### src/rtl/mfm_encoder.sv
// mfm_encoder: byte-wide MFM (modified frequency modulation) cell encoder.
// A one-byte holding buffer feeds a 16-cell shift register; each cell is held
// for CELL_DIV clocks. Address marks drop the clock cell of bit 2 (0xA1 -> 0x4489).
// Optional build macro MFM_GAP_FILL_EN: on starvation, stream 0x4E gap bytes
// instead of stopping.
module mfm_encoder #(
    parameter int unsigned CELL_DIV = 4
) (
    input  logic       clk,
    input  logic       reset,
    input  logic       wr_gate,
    input  logic [7:0] data_in,
    input  logic       data_mark,
    input  logic       data_valid,
    output logic       data_ready,
    output logic       mfm_out,
    output logic       cell_strobe,
    output logic       busy,
    output logic       underrun
);

    // Handshake: a byte (data_in, data_mark) transfers on a rising clk edge where
    // data_valid && data_ready are both high; data_ready is high exactly while the
    // holding buffer is empty and does not depend on data_valid.

    typedef enum logic {
        IDLE  = 1'b0,
        SHIFT = 1'b1
    } state_t;

    localparam logic [7:0] DIV_LAST = 8'(CELL_DIV - 1);

    state_t      state_q, state_d;
    logic        buf_full_q, buf_full_d;
    logic [7:0]  buf_data_q, buf_data_d;
    logic        buf_mark_q, buf_mark_d;
    logic [15:0] shift_q, shift_d;
    logic [3:0]  cell_q, cell_d;
    logic [7:0]  div_q, div_d;
    logic        prev_q, prev_d;
    logic        underrun_q, underrun_d;

    logic accept;
    logic cell_end;
    logic byte_end;
    logic starve;
    logic load_buf;
    logic load_fill;

    // Encode one byte into 16 cells, MSB first: (clock, data) per bit.
    function automatic logic [15:0] encode_byte(input logic [7:0] b, input logic mark,
                                                input logic prev);
        logic [15:0] w;
        logic        p;
        w = '0;
        p = prev;
        for (int i = 7; i >= 0; i--) begin
            w[2*i+1] = ~p & ~b[i];
            w[2*i]   = b[i];
            p        = b[i];
        end
        // Missing clock on bit 2 is what makes an address mark unique.
        if (mark) begin
            w[5] = 1'b0;
        end
        return w;
    endfunction

    assign accept   = data_valid & ~buf_full_q;
    assign cell_end = (div_q == DIV_LAST);
    assign byte_end = (state_q == SHIFT) && cell_end && (cell_q == 4'd15);
    // A byte accepted on the boundary edge is not yet in buf_full_q, so it cannot
    // rescue this boundary.
    assign starve   = byte_end & wr_gate & ~buf_full_q;
    assign load_buf = buf_full_q & wr_gate & ((state_q == IDLE) | byte_end);
`ifdef MFM_GAP_FILL_EN
    assign load_fill = starve;
`else
    assign load_fill = 1'b0;
`endif

    // State register.
    always_ff @(posedge clk or posedge reset) begin
        if (reset) begin
            state_q <= IDLE;
        end else begin
            state_q <= state_d;
        end
    end

    // Next-state logic: wr_gate is only honoured at byte boundaries.
    always_comb begin
        state_d = state_q;
        case (state_q)
            IDLE:    if (load_buf) state_d = SHIFT;
            SHIFT:   if (byte_end && !(load_buf || load_fill)) state_d = IDLE;
            default: state_d = IDLE;
        endcase
    end

    // Datapath next values: holding buffer, shift register, cell/divider counters.
    always_comb begin
        buf_full_d = buf_full_q;
        buf_data_d = buf_data_q;
        buf_mark_d = buf_mark_q;
        shift_d    = shift_q;
        cell_d     = cell_q;
        div_d      = div_q;
        prev_d     = prev_q;
        underrun_d = underrun_q | starve;

        if (load_buf) begin
            buf_full_d = 1'b0;
        end
        if (accept) begin
            buf_full_d = 1'b1;
            buf_data_d = data_in;
            buf_mark_d = data_mark;
        end

        if (load_buf) begin
            shift_d = encode_byte(buf_data_q, buf_mark_q, prev_q);
            prev_d  = buf_data_q[0];
            cell_d  = 4'd0;
            div_d   = 8'd0;
        end else if (load_fill) begin
            shift_d = encode_byte(8'h4E, 1'b0, prev_q);
            prev_d  = 1'b0;
            cell_d  = 4'd0;
            div_d   = 8'd0;
        end else if (state_q == SHIFT) begin
            if (byte_end) begin
                // Leaving for IDLE: next stream starts from a clean previous bit.
                shift_d = '0;
                prev_d  = 1'b0;
                cell_d  = 4'd0;
                div_d   = 8'd0;
            end else if (cell_end) begin
                shift_d = {shift_q[14:0], 1'b0};
                cell_d  = cell_q + 4'd1;
                div_d   = 8'd0;
            end else begin
                div_d = div_q + 8'd1;
            end
        end
    end

    // Datapath registers.
    always_ff @(posedge clk or posedge reset) begin
        if (reset) begin
            buf_full_q <= 1'b0;
            buf_data_q <= 8'd0;
            buf_mark_q <= 1'b0;
            shift_q    <= 16'd0;
            cell_q     <= 4'd0;
            div_q      <= 8'd0;
            prev_q     <= 1'b0;
            underrun_q <= 1'b0;
        end else begin
            buf_full_q <= buf_full_d;
            buf_data_q <= buf_data_d;
            buf_mark_q <= buf_mark_d;
            shift_q    <= shift_d;
            cell_q     <= cell_d;
            div_q      <= div_d;
            prev_q     <= prev_d;
            underrun_q <= underrun_d;
        end
    end

    // Outputs decoded from state so reset silences them immediately.
    always_comb begin
        busy        = (state_q == SHIFT);
        mfm_out     = (state_q == SHIFT) & shift_q[15];
        cell_strobe = (state_q == SHIFT) & (div_q == 8'd0);
        data_ready  = ~buf_full_q;
        underrun    = underrun_q;
    end

endmodule
### config.mk
export PLATFORM = sky130hd
export DESIGN_NAME = mfm_encoder
export DESIGN_NICKNAME = d
export VERILOG_FILES = /design/src/rtl/mfm_encoder.sv
export SDC_FILE = /design/constraint.sdc
export NUM_CORES = 1
export LEC_CHECK = 0
export CORE_MARGIN = 8
export CORE_UTILIZATION = 60
export DETAILED_ROUTE_END_ITERATION = 16
export PLACE_DENSITY = 0.79
export SLEW_MARGIN = 25
export SYNTH_ARGS = -nofsm -noshare
export SYNTH_HDL_FRONTEND = slang
export SYNTH_SLANG_ARGS = --single-unit
export TNS_END_PERCENT = 20
### constraint.sdc
create_clock -name clk -period 4.5 [get_ports clk]
set_input_delay 0.45 -clock clk [delete_from_list [all_inputs] [get_ports clk]]
set_output_delay 0.45 -clock clk [all_outputs]
set_load 0.05 [all_outputs]
Word level (Yosys, flattened, before mapping):

Cells that the tools add are included.

* register bits: 41
* bits in latches: 0
* RAM bits: 0
* bits in read-only memories: 0
* input port bits: 13
* memories: 0

* $add $sub $neg: 2
* multipliers: 0
* div/mod/pow operators: 0
* $lt $le $gt $ge: 0
* equality and inequality tests: 2
* shift operators: 0
* multiplexer cells: 21
* bitwise logic cells: 28
* reductions and logical operators: 11

Operator list (number)
* two-way mux 16 bit: 4
* two-way mux 8 bit: 4
* two-way mux 4 bit: 4
* bitwise AND 1 bit: 15
* inverter 1 bit: 11
* adder 8 x 1 -> 8 bit (second input constant): 1
* equality test 8 x 2 -> 1 bit (second input constant): 1
* logical NOT 8 bit: 1
* two-way mux 1 bit: 8
* nonzero test 2 bit: 3
* adder 4 x 1 -> 4 bit (second input constant): 1
* equality test 4 bit (second input constant): 1
* AND reduction 2 bit: 2
* logical AND 1 bit: 3
* nonzero test 3 bit: 1
* bitwise OR 1 bit: 2
* case mux 1 bit (2 select lines): 1
* logical NOT 1 bit: 1

Logic depth before layout (Yosys ltp):

Gate-level depths: netlist (run 1).

* word-level depth: 9
* depth in mapped cells: 7

Worst setup path after synthesis (run 1):

OpenSTA, ideal clock, no wires.

* path type: register to output
* start point: register state_q (netlist: busy)
* end point: output port cell_strobe
* arrival: 1.779 ns
* required time: 4.050 ns
* path slack: 2.271 ns
* stages on the path, launching flop included: 4
* path buffers: 2
* path through: dfrtp_1 clkbuf_1 buf_1 and3_1

* cells in the longest elaborated chain, start to end: 1

RTL lines
* start, declared: line 33 `state_t state_q, state_d;`
* start signal, assigned: line 87 `state_q <= state_d;`
* bitwise AND 1 bit: line 175 `cell_strobe = (state_q == SHIFT) & (div_q == 8'd0);`
* end, declared: line 17 `output logic cell_strobe,`

Every way passes these cells.

Worst setup path after layout (run 1):

* start point: register div_q[3]
* end point: output port cell_strobe

* cells in the longest elaborated chain, start to end: 2

RTL lines
* start, declared: line 39 `logic [7:0] div_q, div_d;`
* start signal, assigned: line 165 `div_q <= div_d;`
* logical NOT 8 bit: line 175
* bitwise AND 1 bit: line 175

Every way passes these cells.

==> run metrics, run 1 <==
drt first pass iters=4; All-Layer GR Usage=between 10% and 20%; Final Cycle Share=about two thirds; first-pass GRT wire length=7480 microns; critical path class=flip-flop to output port; routed vias=approximately 1.6k; Area contributors post-synth=dfrtp_1, nand3_1, mux2_2, nand2_1, nand3_2; Sinks on Clock Net=41; Post-Route WL=approximately 4200 microns; post-route ant nets=0; status=finished, final reports clean; slew of the pin with the lowest slew margin=around 850 ps; Peak Freq=332 MHz; R2R setup slack=1920 ps; grt ovf=0; diodes inserted=0; Worst EP arrival=2560 ps; Relative slew margins=between 40 and 50%; most common cell after layout, fill and taps aside=nand3_1; RSZ-0062 raised after global routing=no; largest delay contributor family on the critical path=simple AND/OR/NAND/NOR gates; CP endpoint=cell_strobe; Syn Nets=220; post-cts resize count=0; Placement Setup Slack=1890 ps; crit-path cells=or4_4, nor2_1, and3_1, clkdlybuf4s50_1; synthesized area per cell=about 10 sq um; Final Hold Violating Endpoints=0; total CTS buffers=5; Syn. warnings=0; Hold Buf Count CTS=0; # IOs=18; Skew-Pair Late Insertion Delay=350 ps; share of cells above drive strength 1=15.1%; total stage count of the critical path=4; WP data required=about 4100 ps; pwr dens=452 nW/um^2; CTS root buf=clkbuf_4; DRC=0; FF+latch count, synth=41; IO buf count=17; CP peak stage delay=800 ps; die area=roughly 5500 sq um; Buf/Inv on CP=1; Main synth FF type=dfrtp_1; Pins Over Slew Limit=0; core area=3310 sq um; chip height=between 70 and 80 microns; H-tree depth=2; fin crit period=3010 ps; wire per inst=15.8 microns; Seq/Total Area, Yosys=50.4%; Max rail drop VDD=0.261 mV; area leader, netlist=dfrtp_1; Async S/R FF share, synth=between 90% and 100%; Worst-path clk slew=120 ps; LEAKAGE=1.03 nW; share of the synthesized area in the top cell type=50.4%; setup TNS=0 ps; worst reg2reg path startpoint=busy$_DFF_PP0_; worst r2r dst=cell_q[3]$_DFFE_PP0P_; initial antenna violation count=0; crit path launch=div_q[3]$_DFFE_PP0P_; largest net degree at the start of global routing=42; Area growth syn-to-layout=12.2%; HPWL after detailed placement=2910 microns; Max-cap violations=0; Hold Path Class=flip-flop to flip-flop; CTS tree=yes; Final WS setup=roughly 1500 ps; Critical Path Source Type=flip-flop; number of synthesized flops with an enable pin=0; Crit. End Element=output port; commonest non-fill, non-tap cells in the layout=nand3_1, dfrtp_1, nand2_1; Iteration-0 DRC Markers=102; CP max FO=7; Final Skew=roughly 11 ps; vias in the first global route=~1.6k; Die X-Extent=around 74 microns; clock buffer depth=2; GPL Wtd Cong=0.815; Post-Synthesis Cells=204; Vias/cell=6.15; slowest stage cell, crit path=clkdlybuf4s50_1; Syn Std Cell Area=2040 sq um; starting density of the core=between 60% and 70%; post-CTS setup buffers=0; Row Count=21; final setup fails=0; distinct cell type count after synthesis=40; Final #Nets=~230; R2R cell count=3
-- cells in the mapped netlist, types with 3 or more instances --
cell type,count
nor2_1,9
a31oi_1,3
nand3_1,42
nand2_1,24
o21ai_0,8
a21oi_1,4
clkbuf_1,7
dfrtp_1,41
inv_1,6
o311ai_1,3
ha_1,3
buf_1,3
nand3_2,7
o211ai_1,5
mux2_2,9
-- logic make-up (layout without fill, tap and decap cells) --
logic type / after synthesis / after routing / synth area share, %
compound gates: 32 / 32 / 11.9
flops: 41 / 41 / 50.4
xor+xnor: 1 / 1 / 0.430
buf+inv: 18 / 32 / 3.87
fa+ha+maj: 3 / 3 / 1.84
mux: 10 / 10 / 5.47
simple gates: 99 / 99 / 26.1
-- flip-flops by register name (all words and copies together) (netlist names) --
| signal | cells |
|---|---|
| busy | 1 |
| cell_q | 4 |
| prev_q | 1 |
| shift_q | 16 |
| buf_data_q | 8 |
| buf_mark_q | 1 |
| div_q | 8 |
| underrun | 1 |
| buf_full_q | 1 |
-- power by group --
| part | switching, mW | total, mW | internal, mW |
|---|---|---|---|
| clock | 0.118 | 0.209 | 0.0906 |
| sequential | 0.0734 | 0.536 | 0.463 |
| combinational | 0.168 | 0.289 | 0.121 |
| total | 0.360 | 1.03 | 0.674 |
-- worst min path at each step --
stage                        from  cells past startpoint                       to  slack, ps
6_report       underrun$_DFF_PP0_                      1       underrun$_DFF_PP0_        490
4_1_cts        underrun$_DFF_PP0_                      1       underrun$_DFF_PP0_        490
3_5_place_dp   underrun$_DFF_PP0_                      1       underrun$_DFF_PP0_        460
2_1_floorplan  prev_q$_DFFE_PP0P_                      1  shift_q[15]$_DFFE_PP0P_        460
5_1_grt        underrun$_DFF_PP0_                      1       underrun$_DFF_PP0_        500
3_3_place_gp   underrun$_DFF_PP0_                      1       underrun$_DFF_PP0_        450
-- cell type report --
class / instances / area, sq um
clock buffer: 7 / 65.1
tap: 46 / 57.6
multi-input combinational: 145 / 931
sequential: 41 / 1030
clock inverter: 1 / 5.00
inverter: 6 / 22.5
fill: 279 / 1030
timing repair buffer: 18 / 178
-- through the flow --
stage / instances / utilization (%) / hold WS [ps] / total power, mW / cell area (sq um)
2_1_floorplan: 204 / - / 457 / 0.771 / 2040
3_3_place_gp: 256 / 66.9 / 454 / 0.811 / 2210
3_5_place_dp: 256 / 66.9 / 458 / 0.835 / 2210
4_1_cts: 264 / 69.0 / 492 / 1.04 / 2280
5_1_grt: 264 / 69.0 / 499 / 1.11 / 2280
6_report: 264 / 69.0 / 490 / 1.03 / 2280
-- metal layers --
layer | part of all wire, % | routed length [microns] | vias to the layer above | GRT usage, %
li1 | - | - | 766 | -
met1 | 47 | 1980 | 802 | 22.5
met2 | 46 | 1920 | 50 | 27.4
met3 | 5.1 | 212 | 6 | 4.58
met4 | 1.5 | 61 | 0 | 6.74
met5 | 0 | 0 | - | 0
No activity file was read; power rests on OpenSTA's default activity.
==> run 2, diff against run 1 <==
Settings changed: CORE_UTILIZATION 60 to 57, PLACE_DENSITY 0.79 to 0.75.
Clock period 4.5 ns to 3.1 ns, I/O delays scaled along.
==> run 2 against run 1 <==
  * Clock power grew 25%
  * Non-clock buffer count rose by 3
  * Sequential share of layout area down 0.15 points
  * First-iteration DRC count grew 18%
  * Critical path depth stayed put
  * Wire length is 0.46% lower
  * Critical path type unchanged
  * Highest routed layer unchanged
==> run metrics, run 2 (synthesis results as in run 1) <==
status=finished, final reports clean; CP max FO=7; Final Skew=7.89 ps; first-pass GRT wire length=7090 microns; total CTS buffers=5; wire per inst=15.5 microns; drt first pass iters=4; Worst EP arrival=2530 ps; fin crit period=2840 ps; Peak Freq=352 MHz; routed vias=around 1.6k; core area=3390 sq um; Clock power frac=17.4%; H-tree depth=2; pwr dens=654 nW/um^2; die area=5740 sq um; CTS tree=yes; diodes inserted=0; final setup fails=0; LEAKAGE=just over 1 nW; Pins Over Slew Limit=0; IO buf count=17; largest net degree at the start of global routing=42; chip height=75.8 microns; Row Count=21; post-CTS setup buffers=0; max reg flops=16; Switch Pwr=around 0.55 mW; Biggest register=shift_q; Reg power frac=a little over half; initial antenna violation count=0; post-cts resize count=0; Crit. End Element=output port; Iteration-0 DRC Markers=120; Die X-Extent=75.8 microns; RSZ-0062 raised after global routing=no; Worst-path clk slew=120 ps; Relative slew margins=46.2%; Max-cap violations=0; WP data required=2790 ps; Sinks on Clock Net=41; CTS root buf=clkbuf_4; slew of the pin with the lowest slew margin=805 ps; Final Cycle Share=between 90% and 100%; internal power=0.954 mW; Post-Route WL=4150 microns; Max rail drop VDD=0.377 mV; grt ovf=0; Final Hold Violating Endpoints=0; starting density of the core=between 60% and 70%; setup TNS=0 ps; Skew-Pair Late Insertion Delay=360 ps; critical path class=flip-flop to output port; part of the power in combinational logic=29.9%; share of cells above drive strength 1=around 16%; Hold Buf Count CTS=0; Critical Path Source Type=flip-flop; FF/Latch Area=roughly 1000 sq um; vias in the first global route=about 1.5k; filler instances=270; DRC=0; Vias/cell=6.02; top flop regs=shift_q: 16 flops, buf_data_q: 8 flops, div_q: 8 flops; total design power=1.50 mW; Final #Nets=between 200 and 250; All-Layer GR Usage=16.2%; # IOs=18; most common cell after layout, fill and taps aside=nand3_1; Area growth syn-to-layout=12.6%; HPWL after detailed placement=2960 microns; clock buffer depth=2; post-route ant nets=0; commonest non-fill, non-tap cells in the layout=nand3_1, dfrtp_1, nand2_1; GPL Wtd Cong=0.769; Hold Path Class=primary input to asynchronous set/reset pin; Net Sw Frac=36.4%; multi-input logic area=931 sq um
==> run 2: changes by cell type in the layout (fill, tap and decap cells not counted) <==
cell / previous run / this run
buf_4: 1 / 4
clkbuf_8: 2 / 0
clkinv_2: 1 / 2
clkinvlp_4: 0 / 1
==> run 2: path summary, 6_finish.rpt <==
kind	depth (start not counted)	end	slack (ps)	startpoint
setup / recovery	4	cell_strobe	260	div_q[3]$_DFFE_PP0P_
hold / removal	3	shift_q[14]$_DFFE_PP0P_	370	reset
setup reg to reg	4	shift_q[13]$_DFFE_PP0P_	810	div_q[3]$_DFFE_PP0P_
hold reg to reg	1	underrun$_DFF_PP0_	490	underrun$_DFF_PP0_
max in group asynchronous	3	div_q[7]$_DFFE_PP0P_	2390	reset
min in group clk	1	underrun$_DFF_PP0_	490	underrun$_DFF_PP0_
==> run 2: area by class of cell <==
type                            instances  share of cell area, %
Sequential cell                        41                   44.8
Multi-Input combinational cell        145                   40.6
Timing Repair Buffer                   21                   8.73
Tap cell                               46                   2.51
Clock buffer                            5                   1.64
Inverter                                6                  0.983
Clock inverter                          3                  0.764
==> run 2: through the flow <==
step	util, %	std cells	hold slack (ps)	setup WS [ps]	area, sq um
2_1_floorplan	-	204	435	1010	2040
5_1_grt	67.6	267	426	179	2290
3_5_place_dp	66.0	259	476	642	2240
6_report	67.6	267	370	259	2290
3_3_place_gp	66.0	259	457	673	2240
4_1_cts	67.6	267	382	243	2290
==> run 2: critical path, stage by stage, from the launching register on <==
cell and delay [ps]:
dfrtp_1 470, or4_4 580, nor2_1 170, and3_1 170, clkdlybuf4s50_1 800
==> run 2: power groups by stage <==
stage | clock, mW | combinational (mW) | sequential [mW]
after floorplan | 0 | 0.354 | 0.765
after global placement | 0 | 0.428 | 0.789
after detailed placement | 0 | 0.452 | 0.798
after CTS | 0.269 | 0.453 | 0.787
after global routing | 0.291 | 0.500 | 0.810
final | 0.261 | 0.449 | 0.790
==> run 2: metal layers <==
metal | GRT usage [%] | vias to the layer above | part of all wire [%]
li1 | - | 767 | -
met3 | 4.61 | 6 | 5.3
met5 | 0 | - | 0
met1 | 22.4 | 792 | 47
met4 | 5.54 | 0 | 0.96
met2 | 23.6 | 42 | 46
==> run 3, diff against run 2 <==
Settings changed: HOLD_SLACK_MARGIN set to 0.15, PLACE_DENSITY 0.75 to 0.78.
==> run 3 against run 2 <==
  * Core utilization is 0.89 points higher
  * Fmax is 1.1% lower
  * Combinational power is 1% higher
  * Highest routed layer unchanged
  * Worst setup slack worse by 33 ps
  * Register-to-register slack hardly changed
  * Die area stayed put
  * Global-route usage is 0.49 points lower
  * Flip-flop and latch count stayed put
==> run metrics, run 3 (synthesis results as in run 1) <==
post-cts resize count=0; share of cells above drive strength 1=15.8%; HPWL after detailed placement=~2900 microns; setup TNS=0 ps; Hold Buf Count CTS=0; post-CTS setup buffers=0; Final Cycle Share=between 90% and 100%; commonest non-fill, non-tap cells in the layout=nand3_1, dfrtp_1, nand2_1; Iteration-0 DRC Markers=149; die area=5740 sq um; WP data required=2790 ps; status=finished, final reports clean; Max-cap violations=0; Hold Path Class=primary input to asynchronous set/reset pin; Max rail drop VDD=0.456 mV; Final Skew=13.4 ps; Crit. End Element=output port; Placed Area=between 2000 and 2500 sq um; design area=2320 sq um; pwr dens=roughly 690 nW/um^2; critical path class=flip-flop to output port; Worst-path clk slew=120 ps; Biggest register=shift_q; Critical Path Source Type=flip-flop; LEAKAGE=between 1 and 1.5 nW; GPL Wtd Cong=0.776; Pins Over Slew Limit=0; filler instances=259; fin crit period=2870 ps; Die X-Extent=75.8 microns; max reg flops=16; wire per inst=15.5 microns; Area growth syn-to-layout=14.1%; core area=3390 sq um; total CTS buffers=5; All-Layer GR Usage=approximately 16%; Final WS setup=around 230 ps; routed vias=approximately 1.6k; vias in the first global route=between 1.5k and 2k; first-pass GRT wire length=6940 microns; Relative slew margins=51.6%; Sinks on Clock Net=a little over 40; clock buffer depth=2; Post-Route WL=about 4100 microns; Final Hold Violating Endpoints=0; Worst EP arrival=2560 ps; RSZ-0062 raised after global routing=no; Peak Freq=between 300 and 400 MHz; final setup fails=0; post-route ant nets=0; slew of the pin with the lowest slew margin=726 ps; # IOs=18; H-tree depth=2; drt first pass iters=4; chip height=75.8 microns; DRC=0; Vias/cell=6.16; Final #Nets=236; Row Count=21; largest net degree at the start of global routing=42; CTS root buf=clkbuf_4; final core utilization=roughly two thirds; Skew-Pair Late Insertion Delay=roughly 350 ps; diodes inserted=0; CTS tree=yes; initial antenna violation count=0; most common cell after layout, fill and taps aside=nand3_1; starting density of the core=~60%; grt ovf=0; hold slack=roughly 360 ps; top flop regs=shift_q: 16 flops, buf_data_q: 8 flops, div_q: 8 flops; IO buf count=17; CP max FO=7; Placement Setup Slack=approximately 650 ps
run 3: metal layers:
layer  vias to the layer above  track usage (%)  wire, microns
met2                        65             24.1           1930
met1                       806             20.6           1870
met5                         -                0              0
met3                         7             4.47            272
li1                        768                -              -
met4                         0             5.54             49
run 3: power breakdown:
group | internal [mW] | switching, mW
logic | 0.191 | 0.262
clock network | 0.193 | 0.168
registers | 0.679 | 0.111
run 3: through the flow:
stage	total power, mW	std cells
6_report	1.60	267
5_1_grt	1.70	267
4_1_cts	1.61	267
3_5_place_dp	1.25	259
3_3_place_gp	1.22	259
2_1_floorplan	1.12	204
run 3: final timing paths:
| path | startpoint | endpoint | slack [ps] | depth (start not counted) |
|---|---|---|---|---|
| worst max-delay path | div_q[3]$_DFFE_PP0P_ | cell_strobe | 230 | 4 |
| min in group clk | underrun$_DFF_PP0_ | underrun$_DFF_PP0_ | 490 | 1 |
| worst min-delay path | reset | div_q[1]$_DFFE_PP0P_ | 360 | 3 |
| max in group asynchronous | reset | div_q[5]$_DFFE_PP0P_ | 2390 | 3 |
| worst max register to register | div_q[0]$_DFFE_PP0P_ | shift_q[1]$_DFFE_PP0P_ | 820 | 5 |
| worst min register to register | underrun$_DFF_PP0_ | underrun$_DFF_PP0_ | 490 | 1 |
run 3: final cells by class:
cell class	count	area [sq um]	area share (%)
sequential	41	1030	44.2
clock inverter	1	30.0	1.29
inverter	6	22.5	0.970
timing repair buffer	21	200	8.62
tap	46	57.6	2.48
clock buffer	7	55.1	2.37
multi-input combinational	145	931	40.1
run 3: worst max-delay path: stages, from the launching register on:
cell and delay, ps:
dfrtp_1 470, or4_4 580, nor2_1 180, and3_1 170
clkdlybuf4s50_1 800
